$ cat src/rtl/entropy_src_pkg.sv
`default_nettype none
// ============================================================================
// Module   : entropy_src_pkg
// Purpose  : Shared types for the repetitive-count alert tracker: sparse
//            state encoding and a legality helper for fault detection.
// Revision : 1.0 - initial release
// ============================================================================
package entropy_src_pkg;

  localparam int RepcntTrkStateWidth = 6;

  // Pairwise Hamming distance between encodings is at least 3, so a single
  // or double upset can never land on another legal state.
  typedef enum logic [RepcntTrkStateWidth-1:0] {
    RepcntTrkIdle  = 6'b011000,
    RepcntTrkRun   = 6'b100101,
    RepcntTrkAlert = 6'b110010,
    RepcntTrkError = 6'b001111
  } entropy_src_repcnt_trk_e;

  // True when the state register holds one of the four legal encodings.
  function automatic logic repcnt_trk_state_legal(entropy_src_repcnt_trk_e s);
    logic legal;
    legal = 1'b0;
    case (s)
      RepcntTrkIdle, RepcntTrkRun, RepcntTrkAlert, RepcntTrkError: legal = 1'b1;
      default: legal = 1'b0;
    endcase
    return legal;
  endfunction

endpackage
`default_nettype wire

$ cat src/rtl/caliptra_prim_count.sv
`default_nettype none
// ============================================================================
// Module   : caliptra_prim_count
// Purpose  : Hardened counter. An up counter and a complementary down counter
//            advance in lockstep; any disagreement is reported on err_o.
//            No internal saturation: callers gate incr_en_i/decr_en_i.
// Revision : 1.0 - initial release
// ============================================================================
module caliptra_prim_count #(
  parameter int Width = 16
) (
  input  logic             clk_i,
  input  logic             rst_ni,
  input  logic             clr_i,
  input  logic             set_i,
  input  logic [Width-1:0] set_cnt_i,
  input  logic             incr_en_i,
  input  logic             decr_en_i,
  input  logic [Width-1:0] step_i,
  output logic [Width-1:0] cnt_o,
  output logic             err_o
);

  logic [Width-1:0] up_cnt_d, up_cnt_q;
  logic [Width-1:0] dn_cnt_d, dn_cnt_q;

  // Next value of both copies; the down copy always tracks ~up.
  always_comb begin
    up_cnt_d = up_cnt_q;
    dn_cnt_d = dn_cnt_q;
    if (clr_i) begin
      up_cnt_d = '0;
      dn_cnt_d = '1;
    end else if (set_i) begin
      up_cnt_d = set_cnt_i;
      dn_cnt_d = ~set_cnt_i;
    end else if (incr_en_i) begin
      up_cnt_d = up_cnt_q + step_i;
      dn_cnt_d = dn_cnt_q - step_i;
    end else if (decr_en_i) begin
      up_cnt_d = up_cnt_q - step_i;
      dn_cnt_d = dn_cnt_q + step_i;
    end
  end

  // Counter registers.
  always_ff @(posedge clk_i or negedge rst_ni) begin
    if (!rst_ni) begin
      up_cnt_q <= '0;
      dn_cnt_q <= '1;
    end else begin
      up_cnt_q <= up_cnt_d;
      dn_cnt_q <= dn_cnt_d;
    end
  end

  assign cnt_o = up_cnt_q;
  assign err_o = (up_cnt_q != ~dn_cnt_q);

endmodule
`default_nettype wire

$ cat src/rtl/entropy_src_watermark_reg.sv
`default_nettype none
// ============================================================================
// Module   : entropy_src_watermark_reg
// Purpose  : High watermark register. Captures value_i when it strictly
//            exceeds the held maximum on a qualifying event.
// Revision : 1.0 - initial release
// ============================================================================
module entropy_src_watermark_reg #(
  parameter int RegWidth = 16
) (
  input  logic                clk_i,
  input  logic                rst_ni,
  input  logic                clear_i,
  input  logic                event_i,
  input  logic [RegWidth-1:0] value_i,
  output logic [RegWidth-1:0] value_o
);

  logic [RegWidth-1:0] max_d, max_q;

  // Clear wins; otherwise only a strictly larger sample updates the max.
  always_comb begin
    max_d = max_q;
    if (clear_i) begin
      max_d = '0;
    end else if (event_i && (value_i > max_q)) begin
      max_d = value_i;
    end
  end

  // Watermark register.
  always_ff @(posedge clk_i or negedge rst_ni) begin
    if (!rst_ni) begin
      max_q <= '0;
    end else begin
      max_q <= max_d;
    end
  end

  assign value_o = max_q;

endmodule
`default_nettype wire

$ cat src/rtl/entropy_src_repcnt_alert_tracker.sv
`default_nettype none
// ============================================================================
// Module   : entropy_src_repcnt_alert_tracker
// Purpose  : Post-processes the repetitive-count health test: watermark,
//            saturating fail counters, consecutive-failing-window alert and
//            sticky fatal error on counter or state-register faults.
// Revision : 1.0 - initial release
// ============================================================================
module entropy_src_repcnt_alert_tracker
  import entropy_src_pkg::*;
#(
  parameter int RegWidth = 16
) (
  input  logic                clk_i,
  input  logic                rst_ni,
  input  logic                active_i,
  input  logic                clear_i,
  input  logic [RegWidth-1:0] test_cnt_i,
  input  logic                test_fail_pulse_i,
  input  logic                count_err_i,
  input  logic                window_wrap_pulse_i,
  input  logic [RegWidth-1:0] alert_thresh_i,
  output logic [RegWidth-1:0] watermark_o,
  output logic [RegWidth-1:0] total_fail_cnt_o,
  output logic [RegWidth-1:0] consec_fail_cnt_o,
  output logic                recov_alert_o,
  output logic                alert_active_o,
  output logic                fatal_err_o
);

  localparam logic [RegWidth-1:0] StepOne = RegWidth'(1);

  entropy_src_repcnt_trk_e state_d, state_q;
  logic recov_alert_d, recov_alert_q;
  logic alert_active_d, alert_active_q;
  logic fatal_err_d, fatal_err_q;
  logic win_fail_d, win_fail_q;

  logic clr;
  logic cnt_en;
  logic win_failed;
  logic thresh_hit;

  logic [RegWidth-1:0] tot_cnt;
  logic                tot_incr;
  logic                tot_err;

  logic [RegWidth-1:0] consec_cnt;
  logic [RegWidth-1:0] consec_cnt_d;
  logic                consec_incr;
  logic                consec_set;
  logic                consec_err;

  // Dropping active behaves exactly like a software clear.
  assign clr    = clear_i | ~active_i;
  assign cnt_en = ((state_q == RepcntTrkRun) || (state_q == RepcntTrkAlert)) & ~clr;

  // A fail pulse coincident with the wrap belongs to the window that ends.
  assign win_failed = win_fail_q | test_fail_pulse_i;

  // Counter controls; increments are suppressed at all-ones to saturate.
  assign tot_incr    = cnt_en & test_fail_pulse_i & ~(&tot_cnt);
  assign consec_incr = cnt_en & window_wrap_pulse_i & win_failed & ~(&consec_cnt);
  assign consec_set  = clr | (cnt_en & window_wrap_pulse_i & ~win_failed);

  // Value the consecutive counter takes at the coming edge, used for the
  // threshold comparison so the alert fires on the wrap that reaches it.
  always_comb begin
    consec_cnt_d = consec_cnt;
    if (consec_set) begin
      consec_cnt_d = '0;
    end else if (consec_incr) begin
      consec_cnt_d = consec_cnt + StepOne;
    end
  end

  assign thresh_hit = cnt_en & window_wrap_pulse_i & (alert_thresh_i != '0) &
                      (consec_cnt_d >= alert_thresh_i);

  caliptra_prim_count #(
    .Width (RegWidth)
  ) u_total_fail_cnt (
    .clk_i     (clk_i),
    .rst_ni    (rst_ni),
    .clr_i     (1'b0),
    .set_i     (clr),
    .set_cnt_i ('0),
    .incr_en_i (tot_incr),
    .decr_en_i (1'b0),
    .step_i    (StepOne),
    .cnt_o     (tot_cnt),
    .err_o     (tot_err)
  );

  caliptra_prim_count #(
    .Width (RegWidth)
  ) u_consec_fail_cnt (
    .clk_i     (clk_i),
    .rst_ni    (rst_ni),
    .clr_i     (1'b0),
    .set_i     (consec_set),
    .set_cnt_i ('0),
    .incr_en_i (consec_incr),
    .decr_en_i (1'b0),
    .step_i    (StepOne),
    .cnt_o     (consec_cnt),
    .err_o     (consec_err)
  );

  entropy_src_watermark_reg #(
    .RegWidth (RegWidth)
  ) u_watermark (
    .clk_i   (clk_i),
    .rst_ni  (rst_ni),
    .clear_i (clr),
    .event_i (cnt_en),
    .value_i (test_cnt_i),
    .value_o (watermark_o)
  );

  // Window-fail flag: set by a pulse, dropped at every window boundary.
  always_comb begin
    win_fail_d = win_fail_q;
    if (clr) begin
      win_fail_d = 1'b0;
    end else if (cnt_en) begin
      if (window_wrap_pulse_i) begin
        win_fail_d = 1'b0;
      end else if (test_fail_pulse_i) begin
        win_fail_d = 1'b1;
      end
    end
  end

  // Window-fail flag register.
  always_ff @(posedge clk_i or negedge rst_ni) begin
    if (!rst_ni) begin
      win_fail_q <= 1'b0;
    end else begin
      win_fail_q <= win_fail_d;
    end
  end

  // Next state and registered outputs; ERROR and illegal codes never escape.
  always_comb begin
    state_d = state_q;
    unique case (state_q)
      RepcntTrkIdle: begin
        if (!clr) state_d = RepcntTrkRun;
      end
      RepcntTrkRun: begin
        if (clr)             state_d = RepcntTrkIdle;
        else if (thresh_hit) state_d = RepcntTrkAlert;
      end
      RepcntTrkAlert: begin
        if (clr) state_d = RepcntTrkIdle;
      end
      RepcntTrkError: begin
        state_d = RepcntTrkError;
      end
      default: begin
        state_d = RepcntTrkError;
      end
    endcase

    recov_alert_d  = (state_q == RepcntTrkRun) && (state_d == RepcntTrkAlert);
    alert_active_d = (state_d == RepcntTrkAlert);
    fatal_err_d    = fatal_err_q | count_err_i | tot_err | consec_err |
                     ~repcnt_trk_state_legal(state_q) |
                     (state_q == RepcntTrkError);
  end

  // FSM state and its registered outputs.
  always_ff @(posedge clk_i or negedge rst_ni) begin
    if (!rst_ni) begin
      state_q        <= RepcntTrkIdle;
      recov_alert_q  <= 1'b0;
      alert_active_q <= 1'b0;
      fatal_err_q    <= 1'b0;
    end else begin
      state_q        <= state_d;
      recov_alert_q  <= recov_alert_d;
      alert_active_q <= alert_active_d;
      fatal_err_q    <= fatal_err_d;
    end
  end

  assign total_fail_cnt_o  = tot_cnt;
  assign consec_fail_cnt_o = consec_cnt;
  assign recov_alert_o     = recov_alert_q;
  assign alert_active_o    = alert_active_q;
  assign fatal_err_o       = fatal_err_q;

endmodule
`default_nettype wire

$ cat config.mk
export PLATFORM = sky130hd
export DESIGN_NAME = entropy_src_repcnt_alert_tracker
export DESIGN_NICKNAME = d
export VERILOG_FILES = /design/src/rtl/entropy_src_pkg.sv /design/src/rtl/caliptra_prim_count.sv /design/src/rtl/entropy_src_watermark_reg.sv /design/src/rtl/entropy_src_repcnt_alert_tracker.sv
export SDC_FILE = /design/constraint.sdc
export NUM_CORES = 1
export LEC_CHECK = 0
export ABC_CLOCK_PERIOD_IN_PS = 4200
export BUFFER_PORTS_ARGS = -buffer_cell sky130_fd_sc_hd__clkbuf_2
export CORE_AREA = 10 10 132 134
export CTS_CLUSTER_SIZE = 8
export DETAILED_ROUTE_END_ITERATION = 8
export DIE_AREA = 0 0 142 144
export GPL_TIMING_DRIVEN = 0
export SLEW_MARGIN = 20
export SYNTH_ARGS = -nofsm -noshare
export SYNTH_HDL_FRONTEND = slang
export SYNTH_SLANG_ARGS = --single-unit
export TNS_END_PERCENT = 30
$ cat constraint.sdc
create_clock -name clk_i -period 4.2 [get_ports clk_i]
set_clock_uncertainty 0.1 [all_clocks]
set_input_delay 0.84 -clock clk_i [delete_from_list [all_inputs] [get_ports clk_i]]
set_output_delay 0.84 -clock clk_i [all_outputs]
set_load 0.005 [all_outputs]
==> impl_metrics.py <==
metrics = {
    "status": {
        "status": "complete, no violations",
    },
    "placement": {
        "port_buffers": 89,
        "gp_congestion": 0.888,
        "hpwl_microns": 12800,
    },
    "job": {
        "maxCapViolations": 0,
    },
    "synthesis": {
        "yosysSeqAreaShare": 0.395,
        "synth_seq_cells": 90,
        "postSynthCellCount": 634,
        "synth_edf_count": 0,
        "ys.flop_type": "dfrtp_1",
        "synth_nets": 709,
        "synth.distinct_cells": 67,
        "yosysWarnings": 0,
        "synthArstFlopShare": 1.00,
        "syn-cell-area_sq_mm": 0.00581,
        "avgSynthCellArea_sq_um": 9.16,
    },
    "drt": {
        "vias": 5240,
        "drtIter0Drc": 382,
        "wl_microns": 16700,
        "firstDrtPassIters": 5,
        "drtAntennaViolNets": 0,
        "routed_via_density": 5.64,
        "drc": 0,
        "wl_per_cell_microns": 17.9,
    },
    "die": {
        "io_pins": 90,
        "core_region_area_sq_mm": 0.0149,
        "dieArea_sq_mm": 0.0204,
        "initial_core_util": 0.391,
        "die_w_microns": 142,
        "rows": 45,
        "die_h_microns": 144,
    },
    "critical_path": {
        "crit_buf_inv": 4,
        "critPathSlowestCell": "a221o_1",
        "crit_top_cell": "clkbuf_2",
        "path_max_fanout": 10,
        "critPathMaxStageDelay_ns": 0.38,
        "cp_cell_sequence": "clkbuf_2 > nor2b_1 > clkbuf_2 > o2111a_2 > o211ai_1 > clkbuf_2 > nor3_1 > mux2i_1 > ha_1 > a21o_1 > a21o_1 > a221o_1 > a211oi_4 > buf_4 > o32ai_1",
        "cp-end-kind": "register",
        "start_kind": "input port",
        "crit_arrival_ns": 4.05,
        "crit_type": "in2reg",
        "path_delay_family": "compound AO/OA/AOI/OAI gates",
        "critPathRequiredTime_ns": 4.31,
    },
    "clock_tree": {
        "clkTransAtPathRegs_ns": 0.06,
        "clockBufferDepth": 2,
        "cts_root_buffer": "clkbuf_16",
        "cts_buffers": 9,
        "clk_latency_ns": 0.34,
        "htreeDepth": 3,
        "clock_sinks": 90,
        "cts_tree": "built",
    },
    "timing": {
        "tightest_slew_ns": 0.983,
        "hold_violations": 0,
        "fin_hold_ws_ns": 0.419,
        "setup-violations-final": 0,
        "finalCritPeriodShare": 0.938,
        "tns_ns": 0,
        "slew_headroom": 0.342,
        "fmax_ghz": 0.254,
        "fin_crit_ns": 3.94,
        "slew_viol_final": 0,
    },
    "power_and_ir_drop": {
        "swShare": 0.229,
        "pwr-share-clk": 0.457,
        "seq_power_share": 0.485,
        "switchingPower_mw": 0.411,
        "power_density_mw_per_mm2": 260,
        "peakVddDrop_uv": 167,
        "p_leak_nw": 2.92,
        "pwr-share-comb": 0.058,
        "internal-power_mw": 1.38,
    },
    "global_routing": {
        "grt-ovfl-total": 0,
        "grt_pass1_wl_microns": 27200,
        "grt_max_degree": 91,
        "grt_pass1_vias": 5161,
        "grt_util_all_layers": 0.164,
        "antenna_found_initial": 0,
    },
    "layout": {
        "num_antenna_cells": 0,
        "fill_cells": 1445,
        "area_growth_syn_to_layout_pct": 18.7,
        "drive_gt1_frac": 0.239,
        "final_net_count": 811,
        "utilization": 0.464,
    },
    "hold_path": {
        "hold_path_class": "reg2reg",
    },
}
==> sequential cells by signal, summed over array words and instances (netlist names) <==
name,count
u_consec_fail_cnt.dn_cnt_q,16
u_total_fail_cnt.cnt_o,16
fatal_err_o,1
recov_alert_o,1
u_consec_fail_cnt.cnt_o,16
u_total_fail_cnt.dn_cnt_q,16
state_q,6
alert_active_o,1
win_fail_q,1
u_watermark.value_o,16
==> cells by family after synthesis <==
logic type      count (synthesis)  share of synthesized area
compound gates                143                      0.156
xor+xnor                       36                     0.0543
fa+ha+maj                      36                     0.0775
buf+inv                        70                     0.0491
flops                          90                      0.395
mux                            22                     0.0411
simple gates                  237                      0.227
==> layout make-up <==
cell class,count,area [sq um],area share
buffer,26,126,0.0183
clock buffer,11,243,0.0352
clock inverter,5,55.1,0.00799
inverter,44,165,0.0240
multi-input combinational,474,3280,0.476
sequential,90,2300,0.333
tap,188,235,0.0341
timing repair buffer,91,489,0.0710
==> final timing paths <==
| kind | start | end | slack [ns] | cells after the start |
|---|---|---|---|---|
| setup / recovery | active_i | alert_active_o$_DFF_PN0_ | 0.26 | 15 |
| hold / removal | u_consec_fail_cnt.dn_cnt_q[0]$_DFFE_PN1P_ | u_consec_fail_cnt.dn_cnt_q[0]$_DFFE_PN1P_ | 0.42 | 2 |
| setup reg to reg | state_q[4]$_DFF_PN1_ | alert_active_o$_DFF_PN0_ | 0.34 | 12 |
| hold reg to reg | u_consec_fail_cnt.dn_cnt_q[0]$_DFFE_PN1P_ | u_consec_fail_cnt.dn_cnt_q[0]$_DFFE_PN1P_ | 0.42 | 2 |
| max in group asynchronous | rst_ni | u_consec_fail_cnt.dn_cnt_q[0]$_DFFE_PN1P_ | 3.18 | 2 |
| min in group asynchronous | rst_ni | u_total_fail_cnt.cnt_o[2]$_DFFE_PN0P_ | 0.44 | 2 |
==> cells in the mapped netlist (8+ instances only) <==
master,n,share of area
or4_1,8,0.010
nor4_1,16,0.017
dfrtp_1,56,0.24
o21ai_1,9,0.0078
nand3_1,18,0.016
inv_1,44,0.028
or3_1,19,0.020
nand2_1,40,0.026
nor2_1,40,0.026
dfstp_2,34,0.15
a21oi_1,46,0.040
xor2_1,27,0.041
nor3_1,15,0.013
a211oi_1,10,0.013
xnor2_1,9,0.014
and3_1,13,0.014
mux2_1,9,0.017
and4_1,8,0.012
ha_1,36,0.078
nand4_1,26,0.028
o21ai_0,26,0.022
clkbuf_1,18,0.012
==> what timing repair did <==
item                                   CTS  global route
setup endpoints to repair                6             6
endpoints found under the hold margin    0             0
setup buffers                            0             1
pin swaps                                0             3
gates resized for setup                  5            15
hold buffers                             0             0
==> routing by layer <==
metal  part of all wire  up-vias  track usage
met5                  0        -            0
met4              0.013        0       0.0490
li1                   -     2546            -
met2               0.44      189        0.248
met1               0.47     2491        0.226
met3              0.076       14       0.0387
==> power by group through the flow <==
stage               registers [mW]  clock network, mW  logic [mW]
floorplan                    0.884                  0      0.0421
global placement             0.883                  0      0.0970
detailed placement           0.883                  0       0.105
CTS                          0.868              0.838       0.105
global route                 0.868              0.876       0.119
finish                       0.868              0.819       0.105
==> cell usage in the layout, fill, tap and decap left out, types with 16 or more instances in the layout <==
cell	n
clkbuf_2	90
dfrtp_1	54
a21oi_1	46
inv_1	44
nor2_1	40
nand2_1	40
ha_1	36
dfstp_2	34
xor2_1	27
nand4_1	26
o21ai_0	26
or3_1	19
nand3_1	18
clkbuf_1	16
==> metrics by stage <==
stage          total power, mW  area [sq um]  worst slack, ns  instances
2_1_floorplan            0.926          5810            0.170        634
5_1_grt                   1.86          6890          -0.0221        929
3_3_place_gp             0.980          6490           -0.788        911
4_1_cts                   1.81          6840           0.0339        928
6_report                  1.79          6890            0.261        929
3_5_place_dp             0.988          6530           -0.863        912
==> worst register-to-register path: stages (launching register included) <==
cell and delay, ns:
dfstp_2 0.55, and4bb_2 0.28, o21a_1 0.23, a31oi_1 0.76, nand2_1 0.11, mux2i_1 0.21
ha_1 0.28, a21o_1 0.19, a21o_1 0.18, a221o_1 0.38, a211oi_4 0.20, buf_4 0.18
o32ai_1 0.09
No activity file was read; power rests on OpenSTA's default activity.
